[config.mk]
export PLATFORM = sky130hd
export DESIGN_NAME = priority_arbiter8
export DESIGN_NICKNAME = d
export VERILOG_FILES = /design/src/rtl/priority_arbiter8.sv
export SDC_FILE = /design/constraint.sdc
export NUM_CORES = 1
export LEC_CHECK = 0
export ABC_AREA = 0
export CORE_ASPECT_RATIO = 1.1
export CORE_UTILIZATION = 52
export CTS_CLUSTER_DIAMETER = 30
export DETAILED_ROUTE_END_ITERATION = 6
export HOLD_SLACK_MARGIN = 0.1
export PLACE_DENSITY = 0.88
export SYNTH_ARGS = -nofsm -noshare
export SYNTH_HDL_FRONTEND = slang
export SYNTH_SLANG_ARGS = --single-unit
[constraint.sdc]
create_clock -name clk -period 2.65 [get_ports clk]
set_input_delay 0.6625 -clock clk [delete_from_list [all_inputs] [get_ports clk]]
set_output_delay 0.6625 -clock clk [all_outputs]
set_load 0.005 [all_outputs]
[src/rtl/priority_arbiter8.sv]
// priority_arbiter8 -- eight-requester arbiter for one shared downstream
// resource. A grant is held until its owner drops the request or, when
// MAX_HOLD is non-zero, until the owner has held it MAX_HOLD cycles.
// A requester revoked by the hold limit is skipped in the next
// arbitration that has another candidate.
//
// Compile-time option:
//   PRIORITY_ARBITER8_RR_EN  defined   -> round-robin search starting below
//                                         the last granted index
//                            undefined -> fixed priority, bit 7 highest
//
// Parameters:
//   MAX_HOLD     maximum consecutive grant cycles (0 = unlimited, 0..255)
// Ports:
//   clk          rising-edge clock
//   rst_n        asynchronous active-low reset
//   req_i[7:0]   request vector, bit i held high while requester i wants/owns
//   gnt_o[7:0]   registered one-hot grant, zero when idle
//   gnt_id_o     registered binary index of the owner, zero when idle
//   gnt_valid_o  high while a grant is active (== |gnt_o)
//   timeout_o    one-cycle pulse in the first idle cycle after a revocation
//   dbg_state_o  FSM state: 0 = IDLE, 1 = GRANT
//
// Handshake: req_i[k] is a level request; the owner keeps it high for as
// long as it uses the resource and drops it to release. A release sampled
// at edge n clears the grant after edge n; the next grant can appear no
// earlier than after edge n+1.
module priority_arbiter8 #(
    parameter int unsigned MAX_HOLD = 16
) (
    input  logic       clk,
    input  logic       rst_n,
    input  logic [7:0] req_i,
    output logic [7:0] gnt_o,
    output logic [2:0] gnt_id_o,
    output logic       gnt_valid_o,
    output logic       timeout_o,
    output logic       dbg_state_o
);

    typedef enum logic {
        S_IDLE  = 1'b0,
        S_GRANT = 1'b1
    } state_t;

    localparam logic [7:0] MAX_HOLD_L = 8'(MAX_HOLD);

    state_t     state_q, state_d;
    logic [7:0] gnt_q, gnt_d;
    logic [2:0] gnt_id_q, gnt_id_d;
    logic       timeout_q, timeout_d;
    logic [7:0] mask_q, mask_d;
    logic [7:0] hold_cnt_q, hold_cnt_d;

    logic [7:0] masked_req;
    logic [7:0] eligible;
    logic [2:0] winner;
    logic       owner_req;
    logic       limit_hit;

    // Highest set index wins.
    function automatic logic [2:0] pick_fixed(input logic [7:0] v);
        logic [2:0] idx;
        idx = 3'd0;
        for (int i = 0; i < 8; i++) begin
            if (v[i]) idx = 3'(i);
        end
        return idx;
    endfunction

`ifdef PRIORITY_ARBITER8_RR_EN
    logic [2:0] rr_ptr_q, rr_ptr_d;

    // Search ptr-1, ptr-2, ... ptr (mod 8). The loop runs from the lowest
    // priority candidate (ptr itself) to the highest (ptr-1) so the last
    // eligible hit is the winner.
    function automatic logic [2:0] pick_rr(input logic [7:0] v, input logic [2:0] ptr);
        logic [2:0] idx;
        logic [2:0] cand;
        idx = 3'd0;
        for (int i = 8; i >= 1; i--) begin
            cand = ptr - 3'(i);
            if (v[cand]) idx = cand;
        end
        return idx;
    endfunction

    assign winner = pick_rr(eligible, rr_ptr_q);
`else
    assign winner = pick_fixed(eligible);
`endif

    // A masked requester is only excluded if someone else is asking.
    assign masked_req = req_i & ~mask_q;
    assign eligible   = (|masked_req) ? masked_req : req_i;
    assign owner_req  = req_i[gnt_id_q];
    assign limit_hit  = (MAX_HOLD != 0) && (hold_cnt_q >= MAX_HOLD_L);

    always_comb begin
        state_d    = state_q;
        gnt_d      = gnt_q;
        gnt_id_d   = gnt_id_q;
        timeout_d  = 1'b0;
        mask_d     = mask_q;
        hold_cnt_d = hold_cnt_q;
`ifdef PRIORITY_ARBITER8_RR_EN
        rr_ptr_d   = rr_ptr_q;
`endif
        case (state_q)
            S_IDLE: begin
                if (|req_i) begin
                    state_d    = S_GRANT;
                    gnt_d      = 8'b1 << winner;
                    gnt_id_d   = winner;
                    hold_cnt_d = 8'd1;
                    mask_d     = 8'd0;
`ifdef PRIORITY_ARBITER8_RR_EN
                    rr_ptr_d   = winner;
`endif
                end
            end
            S_GRANT: begin
                // Release has precedence over the hold limit on the same edge.
                if (!owner_req) begin
                    state_d    = S_IDLE;
                    gnt_d      = 8'd0;
                    gnt_id_d   = 3'd0;
                    hold_cnt_d = 8'd0;
                end else if (limit_hit) begin
                    state_d    = S_IDLE;
                    gnt_d      = 8'd0;
                    gnt_id_d   = 3'd0;
                    hold_cnt_d = 8'd0;
                    timeout_d  = 1'b1;
                    mask_d     = gnt_q;
                end else begin
                    hold_cnt_d = hold_cnt_q + 8'd1;
                end
            end
            default: begin
                state_d = S_IDLE;
            end
        endcase
    end

    always_ff @(posedge clk or negedge rst_n) begin
        if (!rst_n) begin
            state_q    <= S_IDLE;
            gnt_q      <= 8'd0;
            gnt_id_q   <= 3'd0;
            timeout_q  <= 1'b0;
            mask_q     <= 8'd0;
            hold_cnt_q <= 8'd0;
        end else begin
            state_q    <= state_d;
            gnt_q      <= gnt_d;
            gnt_id_q   <= gnt_id_d;
            timeout_q  <= timeout_d;
            mask_q     <= mask_d;
            hold_cnt_q <= hold_cnt_d;
        end
    end

`ifdef PRIORITY_ARBITER8_RR_EN
    always_ff @(posedge clk or negedge rst_n) begin
        if (!rst_n) rr_ptr_q <= 3'd0;
        else        rr_ptr_q <= rr_ptr_d;
    end
`endif

    assign gnt_o       = gnt_q;
    assign gnt_id_o    = gnt_id_q;
    assign gnt_valid_o = |gnt_q;
    assign timeout_o   = timeout_q;
    assign dbg_state_o = state_q;

endmodule

# Word level (Yosys, flattened, before mapping)

Cells that the tools add are included.

Flip-flop bits (word level): 29
Word-level logic and storage cells: 55
Output and inout port bits: 14

Eq/ne operators: 4
Multiplexer cells: 33
Bitwise operators: 3
Shift operators: 1
Add/subtract/negate cells: 1
Reductions and logical operators: 5
Magnitude comparators: 2

Operators with widths:

| kind                | number |
|---|---|
| $mux 8              | 10 |
| $pmux 8 s2          | 3 |
| $reduce_or 8->1     | 3 |
| $mux 3              | 7 |
| $add 8x1->8 const B | 1 |
| $and 8x8->8         | 1 |
| $ge 8x5->1 const B  | 1 |
| $mux 1              | 8 |
| $not 8->8           | 1 |
| $shl 1x3->8 const A | 1 |
| $pmux 3 s2          | 1 |
| $lt 3x4->1 const B  | 1 |
| $mux 2              | 2 |
| $ne 2x1->1 const B  | 2 |
| $bmux 1 s3          | 1 |
| $ne 3x2->1 const B  | 1 |
| $reduce_and 3->1    | 1 |
| $ne 2x2->1 const B  | 1 |
| $pmux 1 s2          | 1 |
| $reduce_and 2->1    | 1 |
| $not 1->1           | 1 |

# Depth between registers and ports, before layout

Gate-level depths: netlist of the first run.

Depth in word-level cells: 14
Gate-level depth with buffers: 7

# Worst setup path before layout of the first run

Ideal clock, no wire load.

Path kind: input -> register
Start: in req_i[5]
End: reg gnt_id_q[0], in the netlist gnt_id_o[0]
Stages: 7
Slack: 0.495 ns
Arrival time: 2.020 ns
Setup time: 0.135 ns
Cell sequence: mux4_1 -> mux2i_1 -> nand3b_2 -> o21ai_1 -> buf_2 -> a2bb2oi_1 -> o31ai_1

Longest elaborated chain between the ends: 12
Elaborated cells on any way between the ends: 19
Those cells by class: eq/ne: 2; mux: 13; bitwise: 1; reduce/logical: 3

Ends and longest elaborated chain:

| what                 | line | text |
|---|---|---|
| from (decl)          | 33   | `input logic [7:0] req_i,` |
| $and 8x8->8          | 94   | `assign masked_req = req_i & ~mask_q;` |
| $reduce_or 8->1      | 95   | `assign eligible = (\|masked_req) ? masked_req : req_i;` |
| $mux 8               | 95   |  |
| $mux 1               | 66   | `if (v[i]) idx = 3'(i);` |
| $mux 2 (2 in a row)  | 66   |  |
| $mux 3 (4 in a row)  | 66   |  |
| $mux 3               | 111  | `if (\|req_i) begin` |
| $pmux 3 s2           | 109  | `case (state_q)` |
| to (signal assigned) | 157  | `gnt_id_q <= gnt_id_d;` |
| to (decl)            | 50   | `logic [2:0] gnt_id_q, gnt_id_d;` |

Several ways; a longest one is shown, not always the timed one. The select of a mux whose other input is x is not followed.
A chain may end at the register's enable or synchronous reset.

# Worst setup path after layout of the first run

Start: in req_i[5]
End: reg gnt_q[2], in the netlist gnt_o[2]

Longest elaborated chain between the ends: 13
Elaborated cells on any way between the ends: 20
Those cells by class: eq/ne: 2; shift: 1; mux: 13; bitwise: 1; reduce/logical: 3

Ends and longest elaborated chain:

| what                 | line | text |
|---|---|---|
| $and 8x8->8          | 94   |  |
| $reduce_or 8->1      | 95   |  |
| $mux 8               | 95   |  |
| $mux 1               | 66   |  |
| $mux 2 (2 in a row)  | 66   |  |
| $mux 3 (4 in a row)  | 66   |  |
| $shl 1x3->8          | 113  | `gnt_d = 8'b1 << winner;` |
| $mux 8               | 111  |  |
| $pmux 8 s2           | 109  |  |
| to (signal assigned) | 156  | `gnt_q <= gnt_d;` |
| to (decl)            | 49   | `logic [7:0] gnt_q, gnt_d;` |

Several ways; a longest one is shown, not always the timed one. The select of a mux whose other input is x is not followed.

==> implementation parameters, run 1 <==
Parameter                              Value

Cells and area
  Number of nets in the final layout    203
  Share of final-layout standard cells stronger than drive strength 1    17.28%
  Synth-to-layout area growth    29.77%
  Number of antenna cells inserted    0
  Layout filler cell count    between 150 and 200

Clocking
  Maximum buffer depth of the clock tree    2
  Clock insertion delay at the later pin of the skew report    between 0.3 and 0.4 ns
  Clk slew on worst S/H paths    ~0.08 ns
  TritonCTS clock tree    yes
  CTS buffer count    5
  Number of levels in the clock H-tree    2
  Quantity of hold-fixing buffers added after cts    0
  Clock Sink Count    29
  Root buffer cell    clkbuf_4

Critical path
  Data arrival time of the critical path    roughly 2.8 ns
  Largest fanout on the critical path    6
  Kind of start point of the critical path    input pin
  WS Path Type    input pin to flip-flop
  Worst R2R Start    mask_q[7]$_DFFE_PN0P_
  R2R Path End    gnt_o[0]$_DFFE_PN0P_
  Slack of the worst reg-to-reg path    0.63 ns
  Worst path required time    approximately 2.9 ns
  Type of destination of the critical path    flip-flop
  Crit path from    req_i[5]
  Logic depth of the worst register-to-register path    7
  Critical path destination    gnt_o[2]$_DFFE_PN0P_

Global route
  Number of global-route vias before repair    around 1.4k
  Global-route wire length before repair    between 6000 and 7000 um
  Largest net degree at the start of global routing    30
  Overall global routing resource usage    30.14%
  Overflow left after global routing    0
  Initial antenna violation count    0

Yosys
  Synth Cell Area    between 1000 and 1500 um2
  Synth warn    0
  Most frequent cell after synthesis    dfrtp_1
  Number of synthesized flops with an enable pin    0
  Sequential element share of the synthesized area    a little under 50%
  Per-instance average area after synthesis    10.12 um2
  Gate Count Post-Synth    roughly 150
  Synth Register Bits    29
  Share of the synthesized area in the top cell type    between 40% and 50%
  Largest cells by area after synthesis    dfrtp_1, nand2_1, o21ai_1, nand2b_1, nor4_1
  Post-synthesis net count    roughly 160
  Top cell types by occurrence after synthesis    dfrtp_1, nand2_1, o21ai_1, nand2b_1
  Yosys cell types    39
  Synth area leader    dfrtp_1
  Most instantiated flip-flop cell in the synthesis netlist    dfrtp_1
  Synth async-reset ratio    100.0%

Timing
  Final count of pins violating max slew    0
  Crit path setup slack, layout    approximately 0.17 ns
  Slew of the pin with the lowest slew margin    approximately 0.84 ns
  Final cycle utilization of the critical path    around 93%
  Clock Skew    0.005754 ns
  Post-layout minimum cycle time    2.476 ns
  Setup violation total in the final timing report    0
  Fin. Hold Viols    0
  Max_slew headroom    between 40 and 50%
  RSZ-0062 raised after global routing    no
  Accumulated negative setup slack    0 ns
  Max Clk Rate    ~400 MHz

Placement
  Final weighted congestion in routability-driven placement    1.085
  Post-place setup slack    -0.1526 ns
  Quantity of I/O buffers inserted on ports    23
  Final HPWL from detailed placement    roughly 2900 um

Die
  Ports    24
  Placeable core region    ~2600 um2
  Area of the die    just over 3000 um2
  Total number of placement rows    19
  Horizontal die dimension    about 53 um
  Vertical extent of the die    around 58 um
  Initial Utilization    56.89%

Power
  Fraction of power consumed by combinational cells    between 30% and 40%
  Worst ir drop on vdd    0.5923 mV
  Power density normalized to cell area    ~710 nW/um2
  Switching share of power    34.22%
  Share of total power in sequential cells    between 40% and 50%
  P_sw    between 400 and 500 uW
  Clock share of power    ~20%
  LEAKAGE    between 0.8 and 0.9 nW
  Pint    903.9 uW

Drt
  Via-per-instance ratio    between 6 and 7
  Detailed-routed wire length on met2    1910 um
  Via count of the routed design    ~1.4k
  First-pass detailed-route iteration total    4
  Met3 wire length    334 um
  Total routed wirelength    around 3900 um
  ANT nets after route    0
  Number of DRC markers after the initial detailed-route iteration    75
  Residual DRC    0
  Met1 WL    about 1500 um
  Top routing layer in use    met4
  Routed length per instance    17.66 um

Hold path
  Min-Delay Path Class    flip-flop to flip-flop

Outcome
  Run status    completed

Flow run
  Max-cap violations    0
[sequential cells by signal, summed over array words and instances (netlist names)]
signal / cells
gnt_id_o: 3
hold_cnt_q: 8
timeout_o: 1
gnt_o: 8
dbg_state_o: 1
mask_q: 8
[what timing repair did]
action,CTS,global route
gates resized for setup,0,1
endpoints found under the setup margin,0,7
buffers inserted,0,0
[cell usage in the layout (no fill, tap or decap), types with 5 or more instances in the layout]
cell and n:
nor4_1 6, o21ai_0 6, buf_4 17, nand2b_1 8
clkdlybuf4s50_1 23, and2_1 5, o21ai_1 13, dfrtp_1 29
clkbuf_4 5, nand2_1 28
[stage by stage]
stage / area, um2 / total power, mW / util [%] / std cells / hold slack [ns]
floorplan: 1488 / 0.8494 / - / 147 / 0.3669
global placement: 1872 / 1.086 / 71.58 / 215 / 0.4710
detailed placement: 1872 / 1.109 / 71.58 / 215 / 0.4915
CTS: 1927 / 1.375 / 73.68 / 222 / 0.5134
global route: 1931 / 1.448 / 73.83 / 222 / 0.5224
finish: 1931 / 1.374 / 73.83 / 222 / 0.5115
[how the worst min path moves through the flow]
| stage | startpoint | endpoint | depth (start not counted) |
|---|---|---|---|
| after floorplan | rst_n | dbg_state_o$_DFF_PN0_ | 0 |
| after global placement | hold_cnt_q[5]$_DFFE_PN0P_ | hold_cnt_q[5]$_DFFE_PN0P_ | 1 |
| after detailed placement | hold_cnt_q[6]$_DFFE_PN0P_ | hold_cnt_q[6]$_DFFE_PN0P_ | 1 |
| after CTS | hold_cnt_q[6]$_DFFE_PN0P_ | hold_cnt_q[6]$_DFFE_PN0P_ | 1 |
| after global routing | hold_cnt_q[6]$_DFFE_PN0P_ | hold_cnt_q[6]$_DFFE_PN0P_ | 1 |
| final | hold_cnt_q[5]$_DFFE_PN0P_ | hold_cnt_q[5]$_DFFE_PN0P_ | 1 |
[kinds of logic after synthesis]
| group | count (synthesis) | share of synthesized area [%] |
|---|---|---|
| simple gates | 61 | 21.28 |
| flops | 29 | 48.78 |
| compound gates | 44 | 22.20 |
| buf+inv | 8 | 2.102 |
| mux | 3 | 3.953 |
| fa+ha+maj | 2 | 1.682 |
[critical path, cell delays in order]
cell	delay (ns)
clkdlybuf4s50_1	0.54
inv_1	0.09
o2111ai_2	0.32
o21ai_0	0.22
and2_1	0.22
buf_4	0.14
nor4b_1	0.36
a22o_1	0.20
[per-layer routing]
layer / vias to the layer above / track usage, %
met4: 0 / 14.66
met1: 663 / 36.14
li1: 631 / -
met3: 18 / 6.299
met2: 69 / 50.63
met5: - / 0
[power by group through the flow]
stage	registers [mW]	logic [mW]	clock network [mW]
floorplan	0.583	0.266	0
global placement	0.601	0.485	0
detailed placement	0.603	0.506	0
CTS	0.596	0.509	0.270
global route	0.608	0.555	0.285
finish	0.597	0.509	0.268
[final cells by class]
class / instances / area, um2 / share of cell area [%]
well taps: 31 / 38.79 / 2.009
repair buffers: 40 / 357.8 / 18.54
flip-flops and latches: 29 / 725.7 / 37.59
inverters: 5 / 18.77 / 0.9721
multi-input cells: 110 / 734.5 / 38.04
clock buffers: 7 / 55.05 / 2.852
Note: power is estimated with default switching activity, not from simulation.
==> run 2: changes to the inputs <==
--- a/config.mk
+++ b/config.mk
@@ -6,7 +6,6 @@
 export NUM_CORES = 1
 export LEC_CHECK = 0
 export ABC_AREA = 0
-export CORE_ASPECT_RATIO = 1.1
 export CORE_UTILIZATION = 52
 export CTS_CLUSTER_DIAMETER = 30
 export DETAILED_ROUTE_END_ITERATION = 6
==> implementation parameters, run 2 (same netlist as run 1, synthesis figures left out) <==
Parameter                              Value

Drt
  First-pass detailed-route iteration total    4 (unchanged)
  Total routed wirelength    3942 um (+0.54%)
  Routed length per instance    17.44 um (-1.2%)
  Via-per-instance ratio    6.173 (-0.77%)
  Number of DRC markers after the initial detailed-route iteration    63 (-16%)
  Via count of the routed design    1,395 (+1.0%)
  ANT nets after route    0 (unchanged)
  Residual DRC    0 (unchanged)

Timing
  Post-layout minimum cycle time    2.477 ns (+0.0002680 ns)
  Final hold slack    0.4975 ns (-0.01401 ns)
  Clock Skew    0.005899 ns (+0.0001454 ns)
  Slew of the pin with the lowest slew margin    0.8657 ns (+0.02101 ns)
  Max Clk Rate    403.8 MHz (about the same)
  Setup violation total in the final timing report    0 (unchanged)
  Final cycle utilization of the critical path    93.45% (about the same)
  Final count of pins violating max slew    0 (unchanged)
  Fin. Hold Viols    0 (unchanged)
  Max_slew headroom    42.03% (-1.4 points)
  RSZ-0062 raised after global routing    no

Cells and area
  Post-route standard cell area excluding fillers    1964 um2 (+1.7%)
  Leading cell type in the layout, fill and taps excluded    dfrtp_1
  Number of antenna cells inserted    0 (unchanged)
  Synth-to-layout area growth    32.04%
  Number of nets in the final layout    206 (+1.5%)
  Share of final-layout standard cells stronger than drive strength 1    18.97% (+1.7 points)
  Commonest cells after routing, fill and taps aside    dfrtp_1, nand2_1, clkdlybuf4s50_1

Flow run
  Max-cap violations    0 (unchanged)

Critical path
  Worst path required time    2.91 ns (about the same)
  Slack of the worst reg-to-reg path    0.54 ns (-0.09 ns)
  WS Path Type    input pin to flip-flop
  Kind of start point of the critical path    input pin
  Logic depth of the worst register-to-register path    5 (-2)
  Data arrival time of the critical path    2.74 ns (about the same)
  R2R Path End    mask_q[1]$_DFFE_PN0P_
  Worst R2R Start    gnt_id_o[1]$_DFFE_PN0P_
  Largest fanout on the critical path    6 (unchanged)
  Type of destination of the critical path    flip-flop

Power
  Worst ir drop on vdd    0.5860 mV (-1.1%)
  Power density normalized to cell area    738.6 nW/um2 (+3.8%)
  Total power of the final layout    1.451 mW (+5.6%)
  LEAKAGE    0.8726 nW (+2.5%)

Placement
  Quantity of I/O buffers inserted on ports    23 (unchanged)
  Final HPWL from detailed placement    2952 um (+1.1%)
  Final weighted congestion in routability-driven placement    0.9781 (-9.9%)
  Area post-placement    1894 um2 (+1.2%)

Die
  Horizontal die dimension    55.49 um (+4.7%)
  Total number of placement rows    19 (unchanged)
  Ports    24 (unchanged)
  Placeable core region    2734 um2 (+4.5%)
  Initial Utilization    54.42% (-2.5 points)
  Vertical extent of the die    55.49 um (-4.5%)
  Area of the die    3079 um2 (about the same)

Clocking
  TritonCTS clock tree    yes
  Number of levels in the clock H-tree    2 (unchanged)
  Clk slew on worst S/H paths    0.09 ns (about the same)
  Quantity of hold-fixing buffers added after cts    0 (unchanged)
  Clock insertion delay at the later pin of the skew report    0.33 ns (about the same)
  Clock Sink Count    29 (unchanged)
  CTS buffer count    5 (unchanged)
  Number of resized instances in the post-cts repair step    0 (unchanged)
  Setup repair bufs after CTS    0 (unchanged)
  Root buffer cell    clkbuf_4
  Maximum buffer depth of the clock tree    2 (unchanged)

Global route
  Number of global-route vias before repair    1,469 (+2.9%)
  Initial antenna violation count    0 (unchanged)
  Largest net degree at the start of global routing    30 (unchanged)
  Overflow left after global routing    0 (unchanged)
  Overall global routing resource usage    29.20% (-0.93 points)
  Global-route wire length before repair    6844 um (+4.7%)

Hold path
  Number of cells traversed by the worst hold path    1 (unchanged)
  Min-Delay Path Class    flip-flop to flip-flop
  Start point of the worst hold path    hold_cnt_q[6]$_DFFE_PN0P_
  End of the worst hold path    hold_cnt_q[6]$_DFFE_PN0P_

Outcome
  Run status    completed
[run 2: cell types whose count changed in the layout (fill, tap and decap cells not counted)]
| cell | delta |
|---|---|
| buf_4 | +3 |
| clkbuf_1 | -1 |
| clkbuf_8 | +1 |
| clkinv_2 | +1 |
| o21ai_1 | +1 |
| o21ai_2 | -1 |
[run 2: critical path, stage by stage]
cell and delay (ns):
clkdlybuf4s50_1 0.48, inv_1 0.08, o2111ai_2 0.33, o21ai_1 0.14, a221oi_2 0.43, or4b_1 0.47
o21ai_1 0.15
[run 2: metrics by stage]
stage          worst slack, ns  cells  utilization [%]  setup TNS, ns
2_1_floorplan           0.4953    147                -              0
4_1_cts                 0.1863    226            71.85              0
6_report                0.1735    226            71.85              0
3_3_place_gp          -0.05888    218            69.29        -0.2067
3_5_place_dp           -0.1880    218            69.29         -1.576
5_1_grt                0.02955    226            71.85              0
[run 2: metal layers]
layer	vias to the layer above	track usage, %	wire, um
met5	-	0	0
met2	57	46.99	1990
met1	684	36.45	1627
li1	638	-	-
met4	0	13.57	111
met3	16	8.197	213
[run 2: layout make-up]
cell class / count / area (um2)
Clock buffer: 7 / 65.06
Inverter: 5 / 18.77
Tap cell: 31 / 38.79
Fill cell: 208 / 769.5
Timing Repair Buffer: 43 / 380.4
Sequential cell: 29 / 725.7
Multi-Input combinational cell: 110 / 730.7
Clock inverter: 1 / 5.005
[run 2: report_power, final]
group          internal [mW]  switching, mW
clock network          0.154          0.159
logic                  0.297          0.244
registers              0.506         0.0927
[run 2: worst max path at each step]
stage               startpoint                       to  slack (ns)  cells after the start
global placement      req_i[5]     gnt_o[3]$_DFFE_PN0P_       -0.06                      7
global route          req_i[5]    mask_q[3]$_DFFE_PN0P_        0.03                      7
CTS                   req_i[5]     gnt_o[3]$_DFFE_PN0P_        0.19                      7
detailed placement    req_i[5]     gnt_o[3]$_DFFE_PN0P_       -0.19                      7
finish                req_i[5]     gnt_o[3]$_DFFE_PN0P_        0.17                      7
floorplan             req_i[5]  gnt_id_o[0]$_DFFE_PN0P_        0.50                      7
